==> config.mk <==
export PLATFORM = sky130hd
export DESIGN_NAME = video_timing_ctrl
export DESIGN_NICKNAME = d
export VERILOG_FILES = /design/src/rtl/video_timing_ctrl.sv
export SDC_FILE = /design/constraint.sdc
export NUM_CORES = 1
export LEC_CHECK = 0
export ABC_CLOCK_PERIOD_IN_PS = 4070
export CORE_ASPECT_RATIO = 1.5
export CORE_MARGIN = 2
export CORE_UTILIZATION = 56
export DETAILED_ROUTE_END_ITERATION = 16
export PLACE_DENSITY = 0.8
export SLEW_MARGIN = 0
export SYNTH_ARGS = -nofsm -noshare
export SYNTH_HDL_FRONTEND = slang
export SYNTH_SLANG_ARGS = --single-unit
==> constraint.sdc <==
create_clock -name clk -period 4.07 [get_ports clk]
set_input_delay 0.407 -clock clk [delete_from_list [all_inputs] [get_ports clk]]
set_output_delay 0.407 -clock clk [all_outputs]
set_load 0.02 [all_outputs]
==> src/rtl/video_timing_ctrl.sv <==
// Purpose: CPU-programmable shadow/active video timing registers with frame-boundary commit.
// Latency: bus ack/rdata 1 clk after wr/rd; qualified frame_end to new active outputs 2 clk.
// Backpressure: none; every wr/rd is accepted and acked the next cycle.
module video_timing_ctrl (
  input  logic        clk,
  input  logic        reset_n,
  input  logic        ce_pix,
  input  logic        frame_end,
  input  logic        wr,
  input  logic        rd,
  input  logic [3:0]  addr,
  input  logic [15:0] wdata,
  output logic [15:0] rdata,
  output logic        ack,
  output logic [9:0]  h_total,
  output logic [9:0]  h_blank,
  output logic [9:0]  hs_start,
  output logic [9:0]  hs_end,
  output logic [9:0]  v_total,
  output logic [9:0]  vb_start,
  output logic [9:0]  vs_start,
  output logic [9:0]  vs_end,
  output logic        pal,
  output logic        scandouble,
  output logic        irq
);

  typedef struct packed {
    logic [9:0] h_total;
    logic [9:0] h_blank;
    logic [9:0] hs_start;
    logic [9:0] hs_end;
    logic [9:0] v_total;
    logic [9:0] vb_start;
    logic [9:0] vs_start;
    logic [9:0] vs_end;
    logic       pal;
    logic       scandouble;
  } timing_t;

  typedef enum logic [1:0] {
    IDLE  = 2'd0,
    PEND  = 2'd1,
    APPLY = 2'd2
  } state_t;

  // Standard timing for each pal/scandouble combination; horizontal is mode-independent.
  function automatic timing_t preset_fn(input logic p, input logic sd);
    timing_t t;
    t.h_total    = 10'd637;
    t.h_blank    = 10'd529;
    t.hs_start   = 10'd544;
    t.hs_end     = 10'd590;
    t.pal        = p;
    t.scandouble = sd;
    case ({p, sd})
      2'b00:   begin t.v_total = 10'd261; t.vb_start = 10'd240; t.vs_start = 10'd245; t.vs_end = 10'd248; end
      2'b01:   begin t.v_total = 10'd523; t.vb_start = 10'd480; t.vs_start = 10'd490; t.vs_end = 10'd496; end
      2'b10:   begin t.v_total = 10'd311; t.vb_start = 10'd300; t.vs_start = 10'd304; t.vs_end = 10'd308; end
      default: begin t.v_total = 10'd623; t.vb_start = 10'd601; t.vs_start = 10'd609; t.vs_end = 10'd617; end
    endcase
    return t;
  endfunction

  state_t      state_q, state_d;
  timing_t     shadow_q, shadow_d;
  timing_t     active_q;
  logic        irq_en_q;
  logic        irq_flag_q;
  logic        err_q;
  logic [15:0] frame_cnt_q;
  logic [15:0] rd_mux;
  logic        commit;
  logic        commit_ok;
  logic        frame_tick;
  logic        pending;
  logic        status_wr;
  logic        unused_wdata_hi;

  assign unused_wdata_hi = ^wdata[15:10];
  assign frame_tick      = ce_pix & frame_end;
  assign pending         = (state_q == PEND);
  assign status_wr       = wr && (addr == 4'd9);
  assign commit          = wr && (addr == 4'd0) && wdata[4];

  // Shadow as it will look after this cycle's write; commit validates this view so PRESET+COMMIT uses preset values.
  always_comb begin
    shadow_d = shadow_q;
    if (wr) begin
      case (addr)
        4'd0: begin
          shadow_d.pal        = wdata[0];
          shadow_d.scandouble = wdata[1];
          if (wdata[2]) shadow_d = preset_fn(wdata[0], wdata[1]);
        end
        4'd1:    shadow_d.h_total  = wdata[9:0];
        4'd2:    shadow_d.h_blank  = wdata[9:0];
        4'd3:    shadow_d.hs_start = wdata[9:0];
        4'd4:    shadow_d.hs_end   = wdata[9:0];
        4'd5:    shadow_d.v_total  = wdata[9:0];
        4'd6:    shadow_d.vb_start = wdata[9:0];
        4'd7:    shadow_d.vs_start = wdata[9:0];
        4'd8:    shadow_d.vs_end   = wdata[9:0];
        default: shadow_d = shadow_q;
      endcase
    end
    commit_ok = (shadow_d.h_blank  <= shadow_d.h_total) &&
                (shadow_d.hs_start <  shadow_d.hs_end)  &&
                (shadow_d.hs_end   <= shadow_d.h_total) &&
                (shadow_d.vb_start <= shadow_d.v_total) &&
                (shadow_d.vs_start <  shadow_d.vs_end)  &&
                (shadow_d.vs_end   <= shadow_d.v_total);
  end

  // Next state: a commit in the frame_end cycle wins, so that frame is skipped and the next one applies.
  always_comb begin
    state_d = state_q;
    case (state_q)
      IDLE:    if (commit && commit_ok) state_d = PEND;
      PEND:    if (!commit && frame_tick) state_d = APPLY;
      APPLY:   state_d = (commit && commit_ok) ? PEND : IDLE;
      default: state_d = IDLE;
    endcase
  end

  // Read mux reflects register state as of the request cycle.
  always_comb begin
    rd_mux = 16'd0;
    case (addr)
      4'd0:    rd_mux = {11'd0, 1'b0, irq_en_q, 1'b0, shadow_q.scandouble, shadow_q.pal};
      4'd1:    rd_mux = {6'd0, shadow_q.h_total};
      4'd2:    rd_mux = {6'd0, shadow_q.h_blank};
      4'd3:    rd_mux = {6'd0, shadow_q.hs_start};
      4'd4:    rd_mux = {6'd0, shadow_q.hs_end};
      4'd5:    rd_mux = {6'd0, shadow_q.v_total};
      4'd6:    rd_mux = {6'd0, shadow_q.vb_start};
      4'd7:    rd_mux = {6'd0, shadow_q.vs_start};
      4'd8:    rd_mux = {6'd0, shadow_q.vs_end};
      4'd9:    rd_mux = {13'd0, err_q, irq_flag_q, pending};
      4'd10:   rd_mux = frame_cnt_q;
      default: rd_mux = 16'd0;
    endcase
  end

  // Commit state register; reset discards any pending commit.
  always_ff @(posedge clk) begin
    if (!reset_n) state_q <= IDLE;
    else          state_q <= state_d;
  end

  // Shadow/active timing sets, control/status bits, frame counter and bus response.
  always_ff @(posedge clk) begin
    if (!reset_n) begin
      shadow_q    <= preset_fn(1'b0, 1'b0);
      active_q    <= preset_fn(1'b0, 1'b0);
      irq_en_q    <= 1'b0;
      irq_flag_q  <= 1'b0;
      err_q       <= 1'b0;
      frame_cnt_q <= 16'd0;
      rdata       <= 16'd0;
      ack         <= 1'b0;
    end else begin
      shadow_q <= shadow_d;
      if (state_q == APPLY) active_q <= shadow_q;
      if (wr && (addr == 4'd0)) irq_en_q <= wdata[3];
      if (state_q == APPLY)            irq_flag_q <= 1'b1;
      else if (status_wr && wdata[1])  irq_flag_q <= 1'b0;
      if (commit && !commit_ok)        err_q <= 1'b1;
      else if (status_wr && wdata[2])  err_q <= 1'b0;
      if (frame_tick) frame_cnt_q <= frame_cnt_q + 16'd1;
      ack   <= wr | rd;
      rdata <= (rd && !wr) ? rd_mux : 16'd0;
    end
  end

  assign h_total    = active_q.h_total;
  assign h_blank    = active_q.h_blank;
  assign hs_start   = active_q.hs_start;
  assign hs_end     = active_q.hs_end;
  assign v_total    = active_q.v_total;
  assign vb_start   = active_q.vb_start;
  assign vs_start   = active_q.vs_start;
  assign vs_end     = active_q.vs_end;
  assign pal        = active_q.pal;
  assign scandouble = active_q.scandouble;
  assign irq        = irq_flag_q & irq_en_q;

endmodule

==> qor.txt <==
Die H = 168 um
Net Sw Power = 1.07 mW
Leak Pwr = 5.35 nW
Max cap viols = 0
Layout cells sized above 1 = 13.9%
Post-synth net total = 1280
Port Buffers = 119
Crit start category = primary input
Critical-path cell list = clkdlybuf4s50_1 -> nand2b_1 -> nor2_1 -> and2_1 -> buf_4 -> nor2_1 -> buf_4 -> o21ai_0 -> o21a_1 -> ha_1 -> a211oi_1 -> o211a_1 -> o311a_1 -> o2111ai_1 -> a21o_1 -> a211oi_2 -> a41o_1
Average routed wire per standard cell = 23.1 um
Worst slack, placed = -0.0544 ns
Hold_sp = reset_n
Power density cells = 343 nW/um2
Nets@finish = 1485
Number of global-route vias before repair = 9649
Slew @ Worst Pin = 1.11 ns
Fin crit period = 3.81 ns
CP Launch Point = addr[3]
Clk slew on worst S/H paths = 0.07 ns
Ys flop type = dfxtp_1
Crit path DAT = 4.26 ns
Share of power burned in combinational logic = 10.2%
Number of synthesized flops with an enable pin = 0
Initial DRC Count = 1083
Routed WL = 37600 um
Initial Util = 56.6%
RSZ-0062 raised after global routing = no
Number of antenna diodes = 0
Clock network fraction of total power = 44.5%
Postcts setup bufs = 0
Buffer levels on the longest clock path = 3
Overall power = 4.47 mW
Worst setup margin = 0.262 ns
R2r startpoint = shadow_q[36]
Cells after DPL = 1591
CP Capture Type = register
Kind of critical path = in2reg
IO Count = 126
# clock sinks = 202
Drt pass-1 iters = 6
CTS buffer count = 20
Post-route clock skew = 0.0291 ns
GRT overflow = 0
Reg area = 4040 um2
Final hold vios = 0
Critical Path RT = 4.53 ns
Total core area = 17800 um2
First-pass GRT wire length = 56200 um
CTS tree = done
Vias = 10.1k
Seq/Total Area, Yosys = 40.1%
CP max stage delay = 0.66 ns
Yosys reg bits = 202
Final setup viols = 0
Width of the die = 114 um
H-tree Lvls = 1
Row cnt = 60
Slowest CP cell = clkdlybuf4s50_1
Worst hold path class = in2reg
Crit-path max FO = 8
Outcome = complete, no violations
Vias per cell = 6.18
Ys async rst share = 0%
Root Buffer = clkbuf_16
Initial antenna violation count = 1
Syn_area_per_cell = 8.46 um2
Global Route Usage Sum = 38.8%
Final GP Congestion = 1.05
Buf+Inv Stages, Crit Path = 3
Register share of total power = 45.3%
Post-synthesis cell type count = 75
Number of remaining DRC errors = 0
P_int = 3.40 mW
Maximum vdd ir drop = 0.000355 V
Multi-input logic area = 5590 um2
Sw Share = 24.0%
Cts hold-fix bufs = 0
Final ANT Viol Nets = 0
Die area = 19100 um2
Largest net degree at the start of global routing = 142
Yosys warns = 0
DP HPWL = 28600 um
Syn-to-layout area delta = 29.5%
Non-filler cells, final = 1627
Final slew viol count = 0
Clock latency on the worst-skew pair = 0.51 ns
CP top delay family = compound AO/OA/AOI/OAI gates
Post-synthesis cell area = 10100 um2
CTS resizes = 0
Rel. slew slack = 26.1%
Part of the cycle the worst path needs = 93.6%
# fillers = 1391
Synth Instances = 1191
Fmax = 263 MHz
==> cells in the final DEF, fill, tap and decap left out, types with 7 or more instances in the layout <==
| cell type | count |
|---|---|
| clkdlybuf4s50_1 | 118 |
| and3_1 | 13 |
| a32oi_1 | 7 |
| and2_1 | 56 |
| a221oi_1 | 16 |
| o22ai_1 | 8 |
| a31oi_1 | 11 |
| nor2_1 | 44 |
| ha_1 | 63 |
| a22oi_1 | 22 |
| a22o_1 | 24 |
| nand2b_1 | 10 |
| xnor2_1 | 15 |
| nand3_1 | 44 |
| dfxtp_1 | 202 |
| buf_4 | 142 |
| a21oi_1 | 53 |
| a21boi_0 | 54 |
| nand2_1 | 246 |
| nand4_1 | 11 |
| a222oi_1 | 9 |
| inv_1 | 31 |
| o21ai_0 | 27 |
| a21o_1 | 16 |
| nor2b_1 | 20 |
| o21ai_1 | 14 |
| clkbuf_16 | 21 |
| o211ai_1 | 10 |
==> final timing paths <==
| check | end | slack, ns | cells past startpoint |
|---|---|---|---|
| min reg2reg | hs_start[6] | 0.46 | 2 |
| min | shadow_q[34] | 0.32 | 2 |
| max | state_q[0] | 0.26 | 17 |
| max reg2reg | state_q[0] | 1.02 | 12 |
==> layer usage <==
| layer | vias to the layer above | track usage [%] | part of all wire, % |
|---|---|---|---|
| met4 | 2 | 31.6 | 10 |
| met2 | 539 | 63.9 | 46 |
| met3 | 208 | 5.72 | 6.9 |
| met1 | 4666 | 44.1 | 37 |
| li1 | 4642 | - | - |
| met5 | - | 0 | 0.035 |
==> layout make-up <==
cell class	count	area share, %
Clock inverter	6	0.825
Multi-Input combinational cell	878	42.9
Inverter	31	0.892
Clock buffer	30	4.60
Timing Repair Buffer	263	17.7
Tap cell	217	2.08
Sequential cell	202	31.0
==> synth_stat cells (3+ instances only) <==
cell type,n,area share [%]
dfxtp_1,202,40
a221oi_1,16,1.4
buf_2,4,0.20
a32o_1,5,0.50
mux2i_1,4,0.40
nand3b_1,3,0.22
nand4_1,11,0.68
and2_1,56,3.5
nand2b_1,11,0.68
o21a_1,5,0.37
o22ai_1,8,0.50
o211ai_1,10,0.75
and4_1,4,0.35
nand4b_1,3,0.26
a32oi_1,7,0.61
a31oi_1,11,0.68
a21boi_0,54,4.0
nand3_1,44,2.2
a22o_1,24,2.1
nor2b_1,21,1.3
and3_1,13,0.81
clkbuf_1,70,2.6
inv_1,31,1.2
o21ai_0,27,1.3
nand2_1,246,9.2
ha_1,63,7.8
a21oi_1,53,2.6
xnor2_1,15,1.3
a211oi_1,4,0.30
a22oi_1,22,1.6
o221ai_1,4,0.35
nor3_1,4,0.20
a222oi_1,9,0.89
o21ai_1,14,0.70
a21o_1,16,1.2
nor2_1,44,1.6
==> worst reg2reg max path, stage by stage, from the launching register on <==
cell and delay (ns):
dfxtp_1 0.37, mux2_2 0.28, and3_1 0.17, a221oi_1 0.27
buf_4 0.20, ha_1 0.23, nand4_1 0.13, o211a_1 0.17
o311a_1 0.16, o2111ai_1 0.27, a21o_1 0.27, a211oi_2 0.28
a41o_1 0.22
==> flip-flops by register name, indices dropped and copies added, names as in the netlist <==
register / cells
rdata: 16
h_blank: 10
scandouble: 1
hs_end: 10
vs_start: 10
hs_start: 10
v_total: 10
h_total: 10
state_q: 2
pal: 1
ack: 1
err_q: 1
irq_en_q: 1
irq_flag_q: 1
vb_start: 10
shadow_q: 82
frame_cnt_q: 16
vs_end: 10
==> logic make-up after synthesis <==
logic type / synth area share [%]
compound gates: 22.5
xor+xnor: 1.39
fa+ha+maj: 7.83
buf+inv: 4.41
flops: 40.1
mux: 0.509
simple gates: 23.2
==> metrics by stage <==
step	utilization, %	area, um2	hold WS, ns	setup TNS (ns)
after floorplan	-	10100	0.452	0
after global placement	69.3	12300	0.449	-0.163
after detailed placement	69.3	12300	0.456	-0.0858
after CTS	73.3	13000	0.298	0
final	73.3	13000	0.320	0
after global routing	73.3	13000	0.324	0
==> power by group through the flow <==
stage	clock network [mW]	logic [mW]	registers (mW)
after detailed placement	0	0.443	2.07
after global routing	2.09	0.486	2.02
after floorplan	0	0.243	2.05
after global placement	0	0.439	2.07
after CTS	2.01	0.445	2.02
final	1.99	0.456	2.02
No activity file was read; power rests on OpenSTA's default activity.
